**src/rtl/ifu_exu_ibuf.sv**
```systemverilog
// Instruction buffer between ifu and exu: a small in-order FIFO of fetched
// instructions, each tagged with a 16/32-bit predecode flag, emptied on pipeline flush.
module ifu_exu_ibuf #(
  parameter int XLEN  = 32,
  parameter int DEPTH = 2,
  parameter int CW    = $clog2(DEPTH) + 1
) (
  input  logic            clk,
  input  logic            rst_n,
  input  logic [XLEN-1:0] ifu_ibuf_i_ir,
  input  logic            ifu_ibuf_i_valid,
  output logic            ibuf_ifu_o_ready,
  output logic [XLEN-1:0] ibuf_exu_o_ir,
  output logic            ibuf_exu_o_ir16,
  output logic            ibuf_exu_o_valid,
  input  logic            exu_ibuf_i_ready,
  input  logic            exu_ibuf_i_flush_req,
  output logic [CW-1:0]   ibuf_o_count
);

  localparam int PW = (DEPTH > 1) ? $clog2(DEPTH) : 1;

  logic [XLEN-1:0]  mem_q [DEPTH];
  logic [DEPTH-1:0] ir16_q;
  logic [DEPTH-1:0] vld_q, vld_d;
  logic [PW-1:0]    wr_ptr_q, wr_ptr_d;
  logic [PW-1:0]    rd_ptr_q, rd_ptr_d;
  logic [CW-1:0]    count_q, count_d;

  logic full, empty, push, pop, head_live;

  always_comb begin
    full  = (count_q == CW'(DEPTH));
    empty = (count_q == '0);
    // Handshakes depend only on state and flush, never on exu ready.
    ibuf_ifu_o_ready = ~full & ~exu_ibuf_i_flush_req;
    ibuf_exu_o_valid = ~empty & ~exu_ibuf_i_flush_req;
    push = ifu_ibuf_i_valid & ibuf_ifu_o_ready;
    pop  = ibuf_exu_o_valid & exu_ibuf_i_ready;

    vld_d    = vld_q;
    wr_ptr_d = wr_ptr_q;
    rd_ptr_d = rd_ptr_q;
    count_d  = count_q;

    if (exu_ibuf_i_flush_req) begin
      vld_d    = '0;
      wr_ptr_d = '0;
      rd_ptr_d = '0;
      count_d  = '0;
    end else begin
      if (push) begin
        vld_d[wr_ptr_q] = 1'b1;
        wr_ptr_d        = wr_ptr_q + 1'b1;
      end
      if (pop) begin
        vld_d[rd_ptr_q] = 1'b0;
        rd_ptr_d        = rd_ptr_q + 1'b1;
      end
      case ({push, pop})
        2'b10:   count_d = count_q + 1'b1;
        2'b01:   count_d = count_q - 1'b1;
        default: count_d = count_q;
      endcase
    end

    head_live       = ~empty & vld_q[rd_ptr_q];
    ibuf_exu_o_ir   = head_live ? mem_q[rd_ptr_q] : '0;
    ibuf_exu_o_ir16 = head_live & ir16_q[rd_ptr_q];
    ibuf_o_count    = count_q;
  end

  always_ff @(posedge clk or negedge rst_n) begin
    if (!rst_n) begin
      vld_q    <= '0;
      wr_ptr_q <= '0;
      rd_ptr_q <= '0;
      count_q  <= '0;
    end else begin
      vld_q    <= vld_d;
      wr_ptr_q <= wr_ptr_d;
      rd_ptr_q <= rd_ptr_d;
      count_q  <= count_d;
    end
  end

  // Payload storage is qualified by the valid bits, so it carries no reset.
  for (genvar gi = 0; gi < DEPTH; gi++) begin : g_entry
    always_ff @(posedge clk) begin
      if (push && (wr_ptr_q == PW'(gi))) begin
        mem_q[gi]  <= ifu_ibuf_i_ir;
        ir16_q[gi] <= (ifu_ibuf_i_ir[1:0] != 2'b11);
      end
    end
  end

endmodule

```
**config.mk**
```make
export PLATFORM = sky130hd
export DESIGN_NAME = ifu_exu_ibuf
export DESIGN_NICKNAME = d
export VERILOG_FILES = /design/src/rtl/ifu_exu_ibuf.sv
export SDC_FILE = /design/constraint.sdc
export NUM_CORES = 1
export LEC_CHECK = 0
export ABC_AREA = 1
export BUFFER_PORTS_ARGS = -buffer_cell sky130_fd_sc_hd__buf_2
export CAP_MARGIN = 30
export CELL_PAD_IN_SITES_DETAIL_PLACEMENT = 1
export CELL_PAD_IN_SITES_GLOBAL_PLACEMENT = 2
export CORE_AREA = 3 3 102 104
export DETAILED_ROUTE_END_ITERATION = 10
export DIE_AREA = 0 0 105 107
export MAX_ROUTING_LAYER = met4
export PLACE_DENSITY = 0.75
export SYNTH_ARGS = -nofsm -noshare
export SYNTH_HDL_FRONTEND = slang
export SYNTH_SLANG_ARGS = --single-unit
export TNS_END_PERCENT = 50
```
**constraint.sdc**
```tcl
create_clock -name clk -period 2.6 [get_ports clk]
set_input_delay 0.13 -clock clk [delete_from_list [all_inputs] [get_ports clk]]
set_output_delay 0.13 -clock clk [all_outputs]
set_load 0.005 [all_outputs]
```
Word-level counts from Yosys, hierarchy flattened --
Memory sizes are Yosys's and may differ from the RTL's. Index checks and enable logic that the tools add are counted.
Word-level totals: register bits 8, memories kept 1, RAM bits 64, output and inout port bits 37, word-level logic and storage cells 67, bits of input ports 37
Memories:
- mem_q | depth 2, width 32, read ports 1, clocked after memory_dff 0, wr ports 1, RTL line 23 | logic [XLEN-1:0] mem_q [DEPTH];
Cells by class: equality and inequality tests 4, reduce and logical (&&, ||, !) cells 9, bitwise operators 13, $lt $le $gt $ge 4, add/sub/neg operators 4, muxes and demuxes 26
Operators by type and width (count):
- $mux 32 | 2
- $reduce_or 32->1 | 1
- $mux 1 | 16
- $mux 2 | 5
- $and 1x1->1 | 6
- $eq 2x2->1 const B | 2
- $logic_and 1x1->1 | 4
- $lt 1x2->1 const B | 2
- $not 1->1 | 4
- $pmux 2 s2 | 1
- $reduce_bool 2->1 | 2
- $reduce_bool 3->1 | 1
- $add 1x1->1 const B | 2
- $add 2x1->2 const B | 1
- $and 2x2->2 | 1
- $demux 1 s1 | 2
- $eq 2x1->1 const B | 1
- $ge 1x1->1 const B | 2
- $logic_not 2->1 | 1
- $ne 2x2->1 const B | 1
- $not 2->2 | 1
- $or 2x2->2 | 1
- $sub 2x1->2 const B | 1

Depth between registers and ports, before layout --
Gate-level depths: netlist of the first run.
word-level depth 10, mapped depth 8

Worst setup path after synthesis of the first run --
Ideal clock, no wire load.
kind register to register, start point register count_q[0] (netlist: ibuf_o_count[0]), end point register ir16_q[1] (enable), path slack 83 ps, path buffers 0, stages on the path, launching flop included 5, required time 2176 ps, arrival 2093 ps, cell sequence dfrtp_1 inv_2 nand2_1 nand3_2 nor2_1
Between the ends: word-level cells in the longest chain between the ends 5
Ends and longest elaborated chain:
- start, declared | RTL line 28 | logic [CW-1:0] count_q, count_d;
- start signal, assigned | RTL line 83 | count_q <= count_d;
- $eq 2x2->1 | RTL line 33 | full = (count_q == CW'(DEPTH));
- $not 1->1 | RTL line 36 | ibuf_ifu_o_ready = ~full & ~exu_ibuf_i_flush_req;
- $and 1x1->1 | RTL line 36
- $and 1x1->1 | RTL line 38 | push = ifu_ibuf_i_valid & ibuf_ifu_o_ready;
- $logic_and 1x1->1 | RTL line 90 | if (push && (wr_ptr_q == PW'(gi))) begin
- end signal, assigned by index | RTL line 92 | ir16_q[gi] <= (ifu_ibuf_i_ir[1:0] != 2'b11);
- end, declared | RTL line 24 | logic [DEPTH-1:0] ir16_q;
Every way passes these cells. A chain may end at the register's enable or synchronous reset.

Worst setup path after layout of the first run --
start point register rd_ptr_q, end point output ibuf_exu_o_ir[0]
Between the ends: word-level cells in the longest chain between the ends 4, elaborated cells between the ends (all ways) 5
Ends and longest elaborated chain:
- start, declared | RTL line 27 | logic [PW-1:0] rd_ptr_q, rd_ptr_d;
- start signal, assigned | RTL line 82 | rd_ptr_q <= rd_ptr_d;
- $mux 1 (not written as such) (2 in a row) | RTL line 67 | head_live = ~empty & vld_q[rd_ptr_q];
- $and 1x1->1 | RTL line 67
- $mux 32 * | RTL line 68 | ibuf_exu_o_ir = head_live ? mem_q[rd_ptr_q] : '0;
- end, declared | RTL line 13 | output logic [XLEN-1:0] ibuf_exu_o_ir,
Mark *: on every way between the ends. The rest lies on a longest branch, timed or not. The select of a mux whose other input is x is not followed.

==> reports/qor.yml, run 1 <==
dp_hpwl_um: 4300
regToRegSetupSlack_ns: 0.78
root_buffer: "clkbuf_8"
slowest_delay_ns: 0.41
seq_area_frac_synth_pct: 72.4
cts_tree: "done"
fill_cells: 1078
hold_viol_final: 0
routed_wl_um: 6910
p_leak_nw: 1.60
synth_nets: 264
crit_arrival_ns: 1.84
multi_input_area_sq_um: 709
critical_path_required_ns: 2.47
numCtsBuffers: 9
worst_pin_slew_ns: 0.539
setup_violations: 0
r2r-end: "mem_q[0][16]"
die_h_um: 107
pin_count: 74
power_per_cell_area_nw_per_um2: 782
grt_pass1_vias: 2222
drv_slew: 0
maxCapViolCount: 0
crit_fanout: 37
cts.clk_slew.worst_paths_ns: 0.07
outcome: "complete, no violations"
cts_max_level: 3
setup_tns_ns: 0
die_w_um: 105
path_class: "reg2out"
drive_gt1_share_pct: 36.8
grt_pass1_wl_um: 11000
crit_path_top_delay_cell: "dfrtp_1"
syn_area_sq_um: 2950
vdd_drop_max_mv: 0.331
io_buffers: 73
grt-ovfl-total: 0
max_freq_mhz: 507
final_nets: 374
hold_path.startpoint: "ifu_ibuf_i_ir[0]"
grt_max_degree: 38
ys_ff_latch: 72
fin_crit_ns: 1.97
whs_path_depth: 1
fin_area_sq_um: 3980
drc: 0
synth_cell_types: 20
crit_chain: "inv_4 -> nand2_1 -> o211ai_4 -> buf_12 -> a21oi_1 -> buf_2"
viasPerCell: 4.29
register_area_sq_um: 2130
rsz0062_at_grt: "no"
cp-start-kind: "flop"
synthCells: 227
r2r_start: "ibuf_o_count[0]"
drtPass1Iterations: 4
hp-class: "in2reg"
route.vias.total: 2040
postCtsSetupBuffers: 0
timing.slew.headroom_pct: 64.0
ctsLongestPathBuffers: 2
start_util_pct: 30.6
wl_per_cell_um: 14.5
antenna_found_initial: 0
yosysWarnings: 0
cts_resized: 0
reg2reg_depth: 7
row_count: 36
die_area_sq_um: 11200
synth_area_per_cell_sq_um: 13.0
ant_nets: 0
finalCritPeriodShare_pct: 75.8
endpoint_kind: "primary output"
fp.coreArea_sq_um: 9640
syn2layout_area_growth_pct: 35.2
fin_skew_ns: 0.0105
min_to: "mem_q[1][0]"
diodes: 0
placedInstanceArea_sq_um: 3470
drt-initial-drc-count: 107
clock-sinks: 72
clk_latency_ns: 0.34
gp_congestion: 0.732
grt_usage_pct: 13.2
## flip-flops by register name, summed over array words and instances (netlist names)
register      flops
ir16_q            2
mem_q            64
wr_ptr_q          1
rd_ptr_q          1
vld_q             2
ibuf_o_count      2
## cell type report
cell class,instances,area share (%)
clock buffers,11,3.30
clock inverters,5,1.45
inverters,11,1.10
multi-input cells,134,17.8
flip-flops and latches,72,53.6
well taps,133,4.18
repair buffers,109,18.6
## cells in the final DEF, fill, tap and decap left out, types with 2 or more instances in the layout
master | Yosys | final
a21oi_1 | 5 | 5
a21oi_2 | 30 | 30
buf_12 | 0 | 2
buf_2 | 3 | 73
buf_4 | 1 | 2
clkbuf_1 | 3 | 2
clkbuf_8 | 0 | 9
clkinvlp_4 | 0 | 2
dfrtp_1 | 6 | 6
dlygate4sd3_1 | 0 | 32
edfxtp_1 | 66 | 66
inv_1 | 9 | 9
nand2_1 | 82 | 82
nand3_1 | 5 | 5
nor2_1 | 4 | 3
o21ai_0 | 3 | 3
## per-layer routing
metal | part of all wire (%) | global-route usage (%) | wire length, um | up-vias
met5 | 0 | - | 0 | -
met4 | 1.2 | 5.34 | 86 | 0
met3 | 3.8 | 2.29 | 266 | 7
met2 | 53 | 23.6 | 3640 | 45
met1 | 42 | 14.6 | 2920 | 982
li1 | - | - | - | 1006
## worst max path at each step
stage / startpoint / slack (ns) / depth (start not counted) / to
2_1_floorplan: ibuf_o_count[0] / 0.08 / 4 / ir16_q[1]
3_3_place_gp: ibuf_o_count[0] / 0.88 / 7 / mem_q[0][27]
3_5_place_dp: ibuf_o_count[0] / 0.79 / 7 / mem_q[0][27]
4_1_cts: rd_ptr_q / 0.56 / 6 / ibuf_exu_o_ir[0]
5_1_grt: rd_ptr_q / 0.46 / 6 / ibuf_exu_o_ir[0]
6_report: rd_ptr_q / 0.63 / 6 / ibuf_exu_o_ir[0]
## per-stage QoR
step                      cells  hold slack, ns  worst slack, ns  util (%)  total power [mW]
final                       475          0.0269            0.629      41.3              3.11
after global routing        475         0.00729            0.456      41.3              3.31
after floorplan             227          -0.166           0.0828         -              1.99
after detailed placement    427         -0.0327            0.792      36.0              2.28
after global placement      427         -0.0288            0.876      36.0              2.26
after CTS                   475         0.00114            0.560      41.3              3.17
## where the power goes
group          leakage [nW]  total, mW  internal (mW)  switching (mW)
Combinational         0.829      0.827          0.291           0.536
Clock                0.0872      0.844          0.442           0.402
Sequential            0.683       1.44           1.39          0.0514
Total                  1.60       3.11           2.13           0.989
## logic make-up (layout without fill, tap and decap cells)
logic type      after synthesis  after routing  synth area share (%)
xor+xnor                      1              1                 0.297
compound gates               40             40                  11.2
flops                        72             72                  72.4
simple gates                 93             93                  12.4
buf+inv                      21            136                  3.78
## Yosys cell counts (all sizes together)
library cell / n / area, sq um
nor2: 4 / 15.0
xnor2: 1 / 8.76
a21oi: 35 / 288
nand2: 83 / 314
o21ai: 4 / 20.0
clkbuf: 3 / 11.3
nand3: 6 / 35.0
o211ai: 1 / 21.3
buf: 7 / 56.3
edfxtp: 66 / 1980
dfrtp: 6 / 150
inv: 11 / 43.8
## worst max-delay path, delay by kind of cell, from the launching register on
kind | cells | cell delay, ns
AO/OA/AOI/OAI | 2 | 0.20
buffers and inverters | 3 | 0.73
flip-flops | 1 | 0.41
AND/OR/NAND/NOR | 1 | 0.16
## timing repair
action / 4_1_cts / 5_1_grt
hold endpoints to repair: 67 / 0
hold buffers: 32 / 0
setup endpoints to repair: 0 / 0
Note: power is estimated with default switching activity, not from simulation.
==> run 2, diff against run 1 <==
==> constraint.sdc (replaced) <==
create_clock -name clk -period 1.72 [get_ports clk]
set_input_delay 0.086 -clock clk [delete_from_list [all_inputs] [get_ports clk]]
set_output_delay 0.086 -clock clk [all_outputs]
set_load 0.005 [all_outputs]
==> run 2 against run 1 <==
  * Count of clock-buffer cells in the layout fell by 2
  * Critical endpoint is now ibuf_exu_o_ir[9]
  * Global-route usage fell by 0.17 points
  * Utilization rose by 1.7 points
  * Total power rose by 62%
  * Largest power group unchanged
  * Register-to-register slack got worse by 0.61 ns
  * Routed wire length fell by 2.4%
==> reports/qor.yml, run 2 (synthesized netlist as in run 1, its figures left out) <==
antenna_found_initial: 0  # unchanged
regMostFlops: "mem_q"  # unchanged
syn2layout_area_growth_pct: 40.7  # was 35.2%
io_buffers: 73  # unchanged
grt_pass1_vias: 2289  # was 2222
fin_cells: 483  # was 475
fin_skew_ns: 0.00495  # was 0.0105 ns
diodes: 0  # unchanged
cts_max_level: 3  # unchanged
grt-ovfl-total: 0  # unchanged
cts_tree: "done"  # unchanged
path_buf_inv: 3  # unchanged
rsz0062_at_grt: "no"  # unchanged
final_nets: 382  # was 374
post-route-util_pct: 43.0  # was 41.3%
pin_count: 74  # unchanged
max_freq_mhz: 622
grt_usage_pct: 13.0  # was 13.2%
drt-initial-drc-count: 75  # was 107
crit_path_top_delay_cell: "dfrtp_1"  # unchanged
p_int_mw: 3.49  # was 2.13 mW
worst_pin_slew_ns: 0.242  # was 0.539 ns
viasPerCell: 4.30  # was 4.29
p_leak_nw: 1.68  # was 1.60 nW
crit_chain: "inv_4 -> nand2_1 -> o211ai_4 -> clkbuf_16 -> a21oi_2 -> buf_2"  # was inv_4 -> nand2_1 -> o211ai_4 -> buf_12 -> a21oi_1 -> buf_2
swShare_pct: 30.8  # was 31.8%
setup_violations: 0  # unchanged
grt_pass1_wl_um: 11000  # about the same
drtPass1Iterations: 4  # unchanged
root_buffer: "clkbuf_8"  # unchanged
fp.coreArea_sq_um: 9640  # unchanged
layout.cells.most_common: "nand2_1"  # unchanged
clock_power_share_pct: 28.7  # was 27.1%
dp_hpwl_um: 4120  # was 4300 um
cts.clk_slew.worst_paths_ns: 0.08  # was 0.07 ns
p_sw_mw: 1.56  # was 989 uW
clk_latency_ns: 0.33  # was 0.34 ns
hold_viol_final: 0  # unchanged
row_count: 36  # unchanged
gp_congestion: 0.754  # was 0.732
dpl.cell_count: 430  # was 427
grt_max_degree: 35  # was 38
pwr-share-comb_pct: 28.4  # was 26.6%
finalCritPeriodShare_pct: 93.5
drive_gt1_share_pct: 40.3  # was 36.8%
largest_reg_flops: 64  # unchanged
crit_fanout: 16  # was 37
path_delay_family: "buffers and inverters"  # unchanged
drv_slew: 0  # unchanged
endpoint_kind: "primary output"  # unchanged
routed_wl_um: 6750  # was 6910 um
power_per_cell_area_nw_per_um2: 1220  # was 782 nW/um^2
numCtsBuffers: 9  # unchanged
crit_arrival_ns: 1.52  # was 1.84 ns
hp-class: "in2reg"  # unchanged
die_h_um: 107  # unchanged
ctsLongestPathBuffers: 2  # unchanged
die_area_sq_um: 11200  # unchanged
clock-sinks: 72  # unchanged
p_seq_share_pct: 43.0  # was 46.3%
ant_nets: 0  # unchanged
drc: 0  # unchanged
vdd_drop_max_mv: 0.582  # was 0.331 mV
layout_common_cells: "nand2_1 (82), buf_2 (73), edfxtp_1 (66)"  # unchanged
route.vias.total: 2077  # was 2040
outcome: "complete, no violations"  # unchanged
wl_per_cell_um: 14.0  # was 14.5 um
path_class: "reg2out"  # unchanged
critical_path_required_ns: 1.63  # was 2.47 ns
fin_crit_ns: 1.61
timing.slew.headroom_pct: 83.8  # was 64.0%
start_util_pct: 30.6  # unchanged
cp-start-kind: "flop"  # unchanged
slowest_delay_ns: 0.43  # was 0.41 ns
maxCapViolCount: 0  # unchanged
die_w_um: 105  # unchanged
finalPower_mw: 5.05  # was 3.11 mW
==> run 2: cell count changes in the layout (fill, tap and decap cells not counted), moves of 3 or more <==
cell and change:
a21oi_2 +3, buf_12 +3, a21oi_1 -3, buf_4 +3
==> run 2: per-layer routing <==
| layer | vias up | track usage (%) | part of all wire (%) |
|---|---|---|---|
| li1 | 1020 | - | - |
| met3 | 10 | 2.71 | 4.0 |
| met2 | 51 | 22.0 | 51 |
| met4 | 0 | 6.28 | 1.8 |
| met1 | 996 | 14.8 | 43 |
| met5 | - | - | 0 |
==> run 2: power groups by stage <==
stage / logic (mW) / registers (mW) / clock network, mW
detailed placement: 1.30 / 2.22 / 0
CTS: 1.36 / 2.18 / 1.49
finish: 1.43 / 2.17 / 1.45
global placement: 1.29 / 2.21 / 0
global route: 1.62 / 2.19 / 1.59
floorplan: 0.805 / 2.20 / 0
==> run 2: what timing repair did <==
| action | 4_1_cts | 5_1_grt |
|---|---|---|
| gates resized for setup | 2 | 3 |
| setup endpoints to repair | 3 | 33 |
| buffers inserted | 0 | 3 |
| gates cloned | 0 | 1 |
| hold buffers | 33 | 0 |
| hold endpoints to repair | 70 | 0 |
==> run 2: stage by stage <==
step	setup slack [ns]	TNS, ns	instance area (sq um)	hold WS, ns
2_1_floorplan	-0.187	-6.16	2950	-0.210
3_3_place_gp	0.158	0	3530	-0.0688
3_5_place_dp	0.103	0	3530	-0.0751
4_1_cts	-0.0183	-0.0355	4080	0.0255
5_1_grt	0.0120	0	4140	0.0832
6_report	0.112	0	4140	0.0493
==> run 2: path summary, 6_finish.rpt <==
kind                            cells past startpoint                to            startpoint  slack, ns
max in group asynchronous                           2   ibuf_o_count[0]                 rst_n       1.44
worst max register to register                      7       mem_q[0][1]       ibuf_o_count[0]       0.17
worst max-delay path                                6  ibuf_exu_o_ir[9]              rd_ptr_q       0.11
min in group asynchronous                           2   ibuf_o_count[1]                 rst_n       0.12
worst min-delay path                                4   ibuf_o_count[1]  exu_ibuf_i_flush_req       0.05
worst min register to register                      2          wr_ptr_q              wr_ptr_q       0.51
==> run 2: area by class of cell <==
type	instances	area (sq um)
Tap cell	133	166
Sequential cell	72	2130
Clock buffer	9	124
Clock inverter	7	95.1
Fill cell	1076	5500
Inverter	11	43.8
Timing Repair Buffer	117	858
Multi-Input combinational cell	134	721
==> run 2: worst min-delay path: stages <==
cell and delay, ns:
buf_2 0.13, a21oi_1 0.05, nand2_1 0.05, nand2_1 0.04
==> run 3, diff against run 2 <==
--- a/config.mk
+++ b/config.mk
@@ -10,11 +10,11 @@
 export CAP_MARGIN = 30
 export CELL_PAD_IN_SITES_DETAIL_PLACEMENT = 1
 export CELL_PAD_IN_SITES_GLOBAL_PLACEMENT = 2
-export CORE_AREA = 3 3 102 104
+export CORE_AREA = 3 3 98 100
 export DETAILED_ROUTE_END_ITERATION = 10
-export DIE_AREA = 0 0 105 107
+export DIE_AREA = 0 0 101 103
 export MAX_ROUTING_LAYER = met4
-export PLACE_DENSITY = 0.75
+export PLACE_DENSITY = 0.78
 export SYNTH_ARGS = -nofsm -noshare
 export SYNTH_HDL_FRONTEND = slang
 export SYNTH_SLANG_ARGS = --single-unit
==> constraint.sdc (replaced) <==
create_clock -name clk -period 1.65 [get_ports clk]
set_input_delay 0.0825 -clock clk [delete_from_list [all_inputs] [get_ports clk]]
set_output_delay 0.0825 -clock clk [all_outputs]
set_load 0.005 [all_outputs]
==> run 3 against run 2 <==
  * Register-to-register slack lost 0.04 ns
  * First-iteration DRC count decreased by 4.0%
  * Combinational power up 16%
  * Critical path depth unchanged
  * Count of clock-buffer cells in the layout unchanged
  * Final cell count shrank 3.7%
  * Global-route usage grew 1.7 points
  * Routed wire length is 7.2% higher
  * Highest routed layer unchanged
==> reports/qor.yml, run 3 (synthesized netlist as in run 1, its figures left out) <==
timing.slew.headroom_pct: 79.1  # was 83.8%
power_per_cell_area_nw_per_um2: 1260  # was 1220 nW/um^2
io_buffers: 73  # unchanged
cts.clk_slew.worst_paths_ns: 0.07  # was 0.08 ns
finalPower_mw: 5.25  # was 5.05 mW
slowest_delay_ns: 0.39  # was 0.43 ns
fin_area_sq_um: 4170  # was 4140 sq um
outcome: "complete, no violations"  # unchanged
post-route-util_pct: 47.6  # was 43.0%
placedInstanceArea_sq_um: 3510  # was 3530 sq um
swShare_pct: 32.0  # was 30.8%
pwr-share-comb_pct: 31.7  # was 28.4%
die_h_um: 103  # was 107 um
numCtsBuffers: 9  # unchanged
antenna_found_initial: 0  # unchanged
hp-class: "in2reg"  # unchanged
drtPass1Iterations: 4  # unchanged
grt_pass1_vias: 2250  # was 2289
die_area_sq_um: 10400  # was 11200 sq um
setup_violations: 0  # unchanged
syn2layout_area_growth_pct: 41.6  # was 40.7%
vdd_drop_max_mv: 0.514  # was 0.582 mV
dpl_worst_slack_ns: 0.156  # was 0.103 ns
start_util_pct: 33.6  # was 30.6%
gp_congestion: 0.726  # was 0.754
crit_chain: "inv_4 -> nand2_4 -> o211ai_4 -> buf_4 -> a21oi_1 -> buf_2"  # was inv_4 -> nand2_1 -> o211ai_4 -> clkbuf_16 -> a21oi_2 -> buf_2
reg2reg_depth: 7  # unchanged
r2r-end: "ir16_q[0]"  # was mem_q[0][1]
ctsLongestPathBuffers: 2  # unchanged
crit_fanout: 5  # was 16
regToRegSetupSlack_ns: 0.13  # was 0.17 ns
root_buffer: "clkbuf_8"  # unchanged
hold_viol_final: 0  # unchanged
clk_latency_ns: 0.35  # was 0.33 ns
viasPerCell: 4.54  # was 4.30
endpoint_kind: "primary output"  # unchanged
critical_path_required_ns: 1.57  # was 1.63 ns
p_int_mw: 3.57  # was 3.49 mW
grt-ovfl-total: 0  # unchanged
maxCapViolCount: 0  # unchanged
hold_path.startpoint: "exu_ibuf_i_flush_req"  # unchanged
layout.cells.most_common: "nand2_1"  # unchanged
grt_max_degree: 35  # unchanged
whs_path_depth: 4  # unchanged
path_buf_inv: 3  # unchanged
fin_cells: 465  # was 483
path_delay_family: "buffers and inverters"  # unchanged
cts_tree: "done"  # unchanged
worst_pin_slew_ns: 0.311  # was 0.242 ns
final_nets: 390  # was 382
largest_reg_flops: 64  # unchanged
row_count: 34  # was 36
drv_slew: 0  # unchanged
drc: 0  # unchanged
drive_gt1_share_pct: 40.9  # was 40.3%
p_leak_nw: 1.70  # was 1.68 nW
crit_arrival_ns: 1.49  # was 1.52 ns
route.vias.total: 2112  # was 2077
p_seq_share_pct: 42.9  # was 43.0%
crit_path_top_delay_cell: "dfrtp_1"  # unchanged
max_freq_mhz: 635
routed_wl_um: 7230  # was 6750 um
diodes: 0  # unchanged
clock-sinks: 72  # unchanged
fin_ws_ns: 0.0761  # was 0.112 ns
drt-initial-drc-count: 72  # was 75
finalCritPeriodShare_pct: 95.4
layout_common_cells: "nand2_1 (80), buf_2 (73), edfxtp_1 (66)"  # was nand2_1 (82), buf_2 (73), edfxtp_1 (66)
fin_skew_ns: 0.00482  # was 0.00495 ns
cts_max_level: 3  # unchanged
pin_count: 74  # unchanged
min_to: "ibuf_o_count[0]"  # was ibuf_o_count[1]
path_class: "reg2out"  # unchanged
die_w_um: 101  # was 105 um
clock_power_share_pct: 25.4  # was 28.7%
ant_nets: 0  # unchanged
rsz0062_at_grt: "yes"  # was no
p_sw_mw: 1.68  # was 1.56 mW
grt_pass1_wl_um: 11200  # was 11000 um
cp-start-kind: "flop"  # unchanged
dpl.cell_count: 408  # was 430
r2r_start: "ibuf_o_count[1]"  # was ibuf_o_count[0]
grt_usage_pct: 14.7  # was 13.0%
dp_hpwl_um: 4680  # was 4120 um
fp.coreArea_sq_um: 8760  # was 9640 sq um
regMostFlops: "mem_q"  # unchanged
wl_per_cell_um: 15.6  # was 14.0 um
fin_crit_ns: 1.57
-- run 3: cell count changes in the layout (fill, tap and decap cells not counted), moves of 2 or more --
cell	delta
a21oi_2	-4
a21oi_1	+3
nand2_4	+2
nand2_1	-2
buf_4	+2
buf_6	+5
-- run 3: how the worst max path moves through the flow --
stage,depth (start not counted),end,from
after global placement,7,mem_q[0][12],ibuf_o_count[0]
after CTS,5,ibuf_exu_o_ir[0],rd_ptr_q
final,6,ibuf_exu_o_ir[31],rd_ptr_q
after global routing,5,ibuf_exu_o_ir[11],rd_ptr_q
after detailed placement,7,mem_q[0][19],ibuf_o_count[0]
after floorplan,6,ir16_q[0],ibuf_o_count[0]
-- run 3: through the flow --
step	TNS, ns	hold slack, ns
finish	0	0.0556
global route	-0.0391	0.0543
global placement	0	-0.0839
detailed placement	0	-0.0793
CTS	-0.00137	0.0440
floorplan	-8.47	-0.213
-- run 3: worst min-delay path, cell delays in order --
cell and delay [ns]:
buf_2 0.13, nor2_1 0.05, nand2_1 0.06, nand2_1 0.04
-- run 3: per-layer routing --
layer  wire (um)  vias to the layer above  global-route usage (%)
met3         373                        9                    3.52
met5           0                        -                       -
met2        3690                       55                    25.3
met1        3100                     1009                    17.1
li1            -                     1039                       -
met4          73                        0                    4.60
-- run 3: power by group through the flow --
stage	clock network, mW	registers (mW)	logic [mW]
final	1.34	2.26	1.66
after floorplan	0	2.30	0.839
after CTS	1.37	2.26	1.57
after global routing	1.44	2.27	1.85
after global placement	0	2.30	1.33
after detailed placement	0	2.31	1.35
-- run 3: repair_timing --
action                     CTS  global route
gates cloned                 1             1
hold buffers                33             0
setup buffers                6             1
gates resized for setup      6             9
pin swaps                    1             1
hold endpoints to repair    70             0
setup endpoints to repair   32            26
-- run 3: cell type report --
type,count,area [sq um]
timing repair buffer,124,930
clock inverter,6,60.1
clock buffer,9,124
sequential,72,2130
tap,108,135
inverter,11,43.8
multi-input combinational,135,744
fill,956,4590
